**src/rtl/edge_pe_sched_pkg.sv**
```systemverilog
// Shared definitions for the Edge PE replay-iteration scheduler.
//   Num_Edge_PE     : number of Edge PEs in the array
//   Max_replay_Iter : maximum number of replay iterations per run
//   sched_state_t   : scheduler FSM state encoding
package edge_pe_sched_pkg;

  localparam int unsigned Num_Edge_PE     = 4;
  localparam int unsigned Max_replay_Iter = 8;

  typedef enum logic [1:0] {
    ST_IDLE = 2'd0,
    ST_RUN  = 2'd1,
    ST_SYNC = 2'd2,
    ST_DONE = 2'd3
  } sched_state_t;

endpackage

```
**src/rtl/edge_pe_sched_busy.sv**
```systemverilog
// pe_busy_tracker: per-PE busy register with protocol-error detection.
// Ports:
//   clk, reset : clock, asynchronous active-high reset
//   en         : tracking enabled (scheduler in RUN); inputs ignored otherwise
//   clr        : synchronous clear of all busy bits (run start)
//   dispatch   : bit i = task handed to PE i this cycle
//   pe_done    : bit i = PE i finished its task this cycle
//   busy       : registered per-PE busy state
//   err_pulse  : combinational, high in a cycle with a protocol violation
module pe_busy_tracker
  import edge_pe_sched_pkg::*;
#(
  parameter int unsigned NUM_PE = Num_Edge_PE
) (
  input  logic              clk,
  input  logic              reset,
  input  logic              en,
  input  logic              clr,
  input  logic [NUM_PE-1:0] dispatch,
  input  logic [NUM_PE-1:0] pe_done,
  output logic [NUM_PE-1:0] busy,
  output logic              err_pulse
);

  logic [NUM_PE-1:0] dbl_dispatch;
  logic [NUM_PE-1:0] orphan_done;

  // Dispatch to a PE still holding a task, or a completion from an idle PE.
  assign dbl_dispatch = dispatch & busy & ~pe_done;
  assign orphan_done  = pe_done & ~busy;
  assign err_pulse    = en & ((|dbl_dispatch) | (|orphan_done));

  // Dispatch wins over completion so a same-cycle done+dispatch keeps the PE busy.
  always_ff @(posedge clk or posedge reset) begin
    if (reset) begin
      busy <= '0;
    end else if (clr) begin
      busy <= '0;
    end else if (en) begin
      busy <= dispatch | (busy & ~pe_done);
    end
  end

endmodule

```
**src/rtl/edge_pe_sched.sv**
```systemverilog
// edge_pe_sched: replay-iteration scheduler for the Edge PE array.
// Tracks PE busy state, detects iteration end (dispatcher finished, RS empty,
// all PEs idle) and advances replay_Iter until the programmed count is reached.
// Ports:
//   clk, reset  : clock, asynchronous active-high reset
//   start       : begin a run (IDLE only); num_iter latched with it
//   dispatch    : per-PE task dispatch strobes from the RS
//   pe_done     : per-PE completion pulses
//   dp_last     : dispatcher pushed last packet of the iteration
//   rs_empty    : reservation station holds no valid entry
//   replay_Iter : current iteration index
//   PE_IDLE     : PE i may accept a task
//   iter_done   : pulse in the SYNC cycle closing each iteration
//   all_done    : pulse in the DONE cycle closing the run
//   sched_busy  : scheduler not in IDLE
//   iter_cycles : RUN cycles of the last completed iteration (saturating)
//   err         : sticky protocol-error flag
module edge_pe_sched
  import edge_pe_sched_pkg::*;
#(
  parameter int unsigned NUM_PE   = Num_Edge_PE,
  parameter int unsigned MAX_ITER = Max_replay_Iter,
  parameter int unsigned ITER_W   = $clog2(MAX_ITER),
  parameter int unsigned CYC_W    = 16
) (
  input  logic              clk,
  input  logic              reset,
  input  logic              start,
  input  logic [ITER_W:0]   num_iter,
  input  logic [NUM_PE-1:0] dispatch,
  input  logic [NUM_PE-1:0] pe_done,
  input  logic              dp_last,
  input  logic              rs_empty,
  output logic [ITER_W-1:0] replay_Iter,
  output logic [NUM_PE-1:0] PE_IDLE,
  output logic              iter_done,
  output logic              all_done,
  output logic              sched_busy,
  output logic [CYC_W-1:0]  iter_cycles,
  output logic              err
);

  localparam int unsigned CNT_W = ITER_W + 1;

  sched_state_t      state;
  logic [NUM_PE-1:0] busy;
  logic              trk_err;
  logic              start_ok;
  logic              last_seen;
  logic              iter_end;
  logic [CNT_W-1:0]  num_iter_q;
  logic [CNT_W-1:0]  num_iter_clamped;
  logic [CNT_W-1:0]  last_iter;
  logic [CYC_W-1:0]  cyc_cnt;

  assign start_ok = (state == ST_IDLE) & start;

  pe_busy_tracker #(
    .NUM_PE (NUM_PE)
  ) u_busy (
    .clk       (clk),
    .reset     (reset),
    .en        (state == ST_RUN),
    .clr       (start_ok),
    .dispatch  (dispatch),
    .pe_done   (pe_done),
    .busy      (busy),
    .err_pulse (trk_err)
  );

  // Out-of-range counts are clamped so replay_Iter can never wrap.
  assign num_iter_clamped = (num_iter > CNT_W'(MAX_ITER)) ? CNT_W'(MAX_ITER) : num_iter;
  assign last_iter        = num_iter_q - CNT_W'(1);

  // Iteration end: dispatcher finished, RS drained, no PE busy, nothing in flight.
  assign iter_end = (last_seen | dp_last) & rs_empty & ~(|busy) & ~(|dispatch);

  // Scheduler FSM with iteration and cycle counters.
  always_ff @(posedge clk or posedge reset) begin
    if (reset) begin
      state       <= ST_IDLE;
      replay_Iter <= '0;
      num_iter_q  <= '0;
      last_seen   <= 1'b0;
      cyc_cnt     <= '0;
      iter_cycles <= '0;
      err         <= 1'b0;
    end else begin
      case (state)
        ST_IDLE: begin
          if (start) begin
            num_iter_q  <= num_iter_clamped;
            replay_Iter <= '0;
            err         <= 1'b0;
            last_seen   <= 1'b0;
            cyc_cnt     <= '0;
            state       <= (num_iter == '0) ? ST_DONE : ST_RUN;
          end
        end
        ST_RUN: begin
          if (dp_last) last_seen <= 1'b1;
          if (trk_err) err <= 1'b1;
          if (cyc_cnt != '1) cyc_cnt <= cyc_cnt + CYC_W'(1);
          if (iter_end) state <= ST_SYNC;
        end
        ST_SYNC: begin
          iter_cycles <= cyc_cnt;
          cyc_cnt     <= '0;
          last_seen   <= 1'b0;
          if ({1'b0, replay_Iter} == last_iter) begin
            state <= ST_DONE;
          end else begin
            replay_Iter <= replay_Iter + ITER_W'(1);
            state       <= ST_RUN;
          end
        end
        ST_DONE: begin
          state <= ST_IDLE;
        end
        default: begin
          state <= ST_IDLE;
        end
      endcase
    end
  end

  // Outputs are decodes of registered state only.
  assign PE_IDLE    = {NUM_PE{state == ST_RUN}} & ~busy;
  assign iter_done  = (state == ST_SYNC);
  assign all_done   = (state == ST_DONE);
  assign sched_busy = (state != ST_IDLE);

endmodule
```
**config.mk**
```make
export PLATFORM = sky130hd
export DESIGN_NAME = edge_pe_sched
export DESIGN_NICKNAME = d
export VERILOG_FILES = /design/src/rtl/edge_pe_sched_pkg.sv /design/src/rtl/edge_pe_sched_busy.sv /design/src/rtl/edge_pe_sched.sv
export SDC_FILE = /design/constraint.sdc
export NUM_CORES = 1
export LEC_CHECK = 0
export ABC_AREA = 0
export ABC_CLOCK_PERIOD_IN_PS = 2300
export CAP_MARGIN = 25
export CORE_ASPECT_RATIO = 0.75
export CORE_MARGIN = 2
export CORE_UTILIZATION = 52
export CTS_CLUSTER_SIZE = 30
export DETAILED_ROUTE_END_ITERATION = 8
export PLACE_DENSITY = 0.86
export SYNTH_ARGS = -nofsm -noshare
export SYNTH_HDL_FRONTEND = slang
export SYNTH_SLANG_ARGS = --single-unit
```
**constraint.sdc**
```tcl
create_clock -name clk -period 2.3 [get_ports clk]
set_clock_uncertainty 0.2 [all_clocks]
set_input_delay 0.23 -clock clk [delete_from_list [all_inputs] [get_ports clk]]
set_output_delay 0.23 -clock clk [all_outputs]
set_load 0.02 [all_outputs]
```
==> impl_results.md <==
- Status: finished clean
- Least-Margin Pin Slew: 0.616 ns
- Global Route Usage Sum: 0.223
- Yosys reg bits: 47
- Gpl congestion: 0.864
- DRC: 0
- RSZ-0062 raised after global routing: false
- Setup TNS: 0 ns
- Worst reg2reg endpoint: replay_Iter[1]
- Final hold violation count: 0
- CTS Buf Count: 5
- Vias: 2202
- Peak supply drop: 0.000672 V
- Vias/cell: 5.75
- Most common cell after layout, fill and taps aside: nand2_1
- WL/cell: 14.6 µm
- Clock latency on the worst-skew pair: 0.30 ns
- N_diodes: 0
- HP Class: in -> async
- Layout Cell Area excl Fill: 3090 µm²
- Netlist Area Pre-Place: 2470 µm²
- Proportion of layout cells with a drive suffix above 1: 0.0859
- Drt first pass iters: 5
- Die area: 5320 µm²
- Synth top area cells: dfrtp_1, nand2_1, o21ai_0
- First-pass GRT wire length: 9570 µm
- Worst reg2reg path depth: 6
- Min Hold Slack: 0.0614 ns
- Synth unique cells: 48
- Number of antenna violations at the first check in global routing: 0
- I/O pin cnt: 44
- Crit Path Class: reg -> out
- Critical path fanouts, max: 12
- Post-Route WL: 5570 µm
- Cells after synthesis: 276
- Hpwl dp: 3950 µm
- FP Rows: 21
- Setup fix buffers added after clock tree synthesis: 0
- Crit-path cells: buf_4 > nor2_1 > inv_1 > clkdlybuf4s50_1
- H-tree depth: 2
- Storage element area: 1180 µm²
- Pins over their slew limit: 0
- Commonest cells after routing, fill and taps aside: nand2_1, dfrtp_1, clkdlybuf4s50_1, nor2_1, o21ai_0
- DIE HEIGHT: 63.7 µm
- Sequential fraction of the synthesis area: 0.476
- Synth area leader: dfrtp_1
- Layout area overhead: 25.3%
- EDFF count, synth: 0
- WP data required: 1.87 ns
- Final net count: 345
- Die X: 83.6 µm
- Filler Cells Inserted: 363
- R2R Setup Slk: 0.14 ns
- Largest net degree at the start of global routing: 48
- Max Root-Sink Buffers: 2
- Initial Util: 0.546
- Reg2reg start: num_iter_q[0]
- Yosys top cell area share: 0.476
- Clock sink total: 47
- Post-Syn Area per Cell: 8.94 µm²
- Post-Synthesis Net Count: 296
- Arr. time, crit path: 1.76 ns
- Syn. warnings: 0
- Leakage Power: 0.00137 µW
- Clk slew on worst S/H paths: 0.09 ns
- Crit path capture type: primary output
- Area after DPL: 3000 µm²
- Crit path launch: state[0]
- Nature of the critical path startpoint: register
- Rel. slew slack: 0.586
- Remaining antenna violation count after routing: 0
- Root buf cell: clkbuf_8
- Core area: 4520 µm²
- Grt ovf: 0
- Pwr per Cell Area: 979 nW/µm²
- Setup violations, final: 0
- First DRT Iteration DRCs: 142
- CTS tree: done
- Multi-input logic area: 1170 µm²
- CP max stage cell: clkdlybuf4s50_1
- Vias in the first global route: 2101
- I/O Buffers: 43
- Final min period: 2.19 ns
- Max-cap violations: 0
- Slowest stage delay, CP: 0.61 ns
- Final period utilization: 0.952
- Asr flop ratio synth: 1.00
- Top_reg_cell synth: dfrtp_1
- Fmax: 457 MHz
==> power breakdown <==
part	switching, µW	internal (µW)	total [µW]
sequential	196	1010	1200
combinational	743	589	1330
clock	283	213	496
total	1220	1810	3030
==> synth_stat cells, types with 2 or more instances <==
cell      number
a211oi_1       2
a21oi_1        5
a22o_1         5
a31oi_1        3
a32o_1         2
and3_2         2
and4_1         2
buf_2          3
buf_6          2
clkbuf_1       6
dfrtp_1       47
ha_1           3
inv_1         18
mux2i_1        2
nand2_1       56
nand2b_1       6
nand3_1       10
nand4_1        7
nor2_1        24
nor3_1         5
nor4_1         6
o21ai_0       20
o311ai_0       2
or3_1          3
xnor2_1       10
xor2_1         3
==> timing repair <==
action                                  in CTS  in global routing
gates resized for setup                      2                  2
endpoints found under the setup margin       4                  5
hold buffers                                 0                  0
hold endpoints to repair                     0                  0
==> critical path, delay by kind of cell (launching register included) <==
family | cells | cell delay [ns]
buf+inv | 3 | 0.89
flops | 1 | 0.49
simple gates | 1 | 0.07
==> how the worst max path moves through the flow <==
stage / end / cells past startpoint / slack, ns
finish: sched_busy / 4 / 0.11
global route: replay_Iter[2] / 7 / 0.008
CTS: PE_IDLE[2] / 3 / 0.01
detailed placement: replay_Iter[1] / 6 / 0.15
global placement: state[0] / 5 / 0.20
floorplan: replay_Iter[1] / 6 / 0.22
==> area by class of cell <==
cell class / count / area share
clock buffer: 6 / 0.0235
clock inverter: 2 / 0.00404
inverter: 18 / 0.0218
multi-input combinational: 199 / 0.378
sequential: 47 / 0.381
tap: 57 / 0.0230
timing repair buffer: 54 / 0.169
==> flip-flops by register name (all words and copies together), names as in the netlist <==
| name | cells |
|---|---|
| cyc_cnt | 16 |
| err | 1 |
| iter_cycles | 16 |
| last_seen | 1 |
| num_iter_q | 4 |
| replay_Iter | 3 |
| state | 2 |
| u_busy.busy | 4 |
==> layer usage <==
layer	global-route usage	vias to the layer above	wire length (µm)
li1	-	1056	-
met1	0.308	1064	2610
met2	0.362	71	2590
met3	0.0393	11	296
met4	0.0645	0	82
met5	0	-	0
==> cell families (layout without fill, tap and decap cells) <==
| group | after synthesis | count (layout) | synth area share |
|---|---|---|---|
| AND/OR/NAND/NOR | 131 | 131 | 0.262 |
| buffers and inverters | 30 | 80 | 0.0532 |
| flip-flops | 47 | 47 | 0.476 |
| XOR/XNOR | 13 | 13 | 0.0461 |
| multiplexers | 3 | 3 | 0.0127 |
| AO/OA/AOI/OAI | 49 | 49 | 0.134 |
| adder cells (fa/ha/maj) | 3 | 3 | 0.0152 |
==> per-stage QoR <==
stage | power, µW | cells | util | setup slack [ns]
5_1_grt | 3230 | 383 | 0.685 | 0.00848
6_report | 3030 | 383 | 0.685 | 0.109
4_1_cts | 3010 | 383 | 0.683 | 0.0120
2_1_floorplan | 2000 | 276 | - | 0.224
3_3_place_gp | 2480 | 375 | 0.664 | 0.198
3_5_place_dp | 2520 | 375 | 0.664 | 0.147
Note: power is estimated with default switching activity, not from simulation.
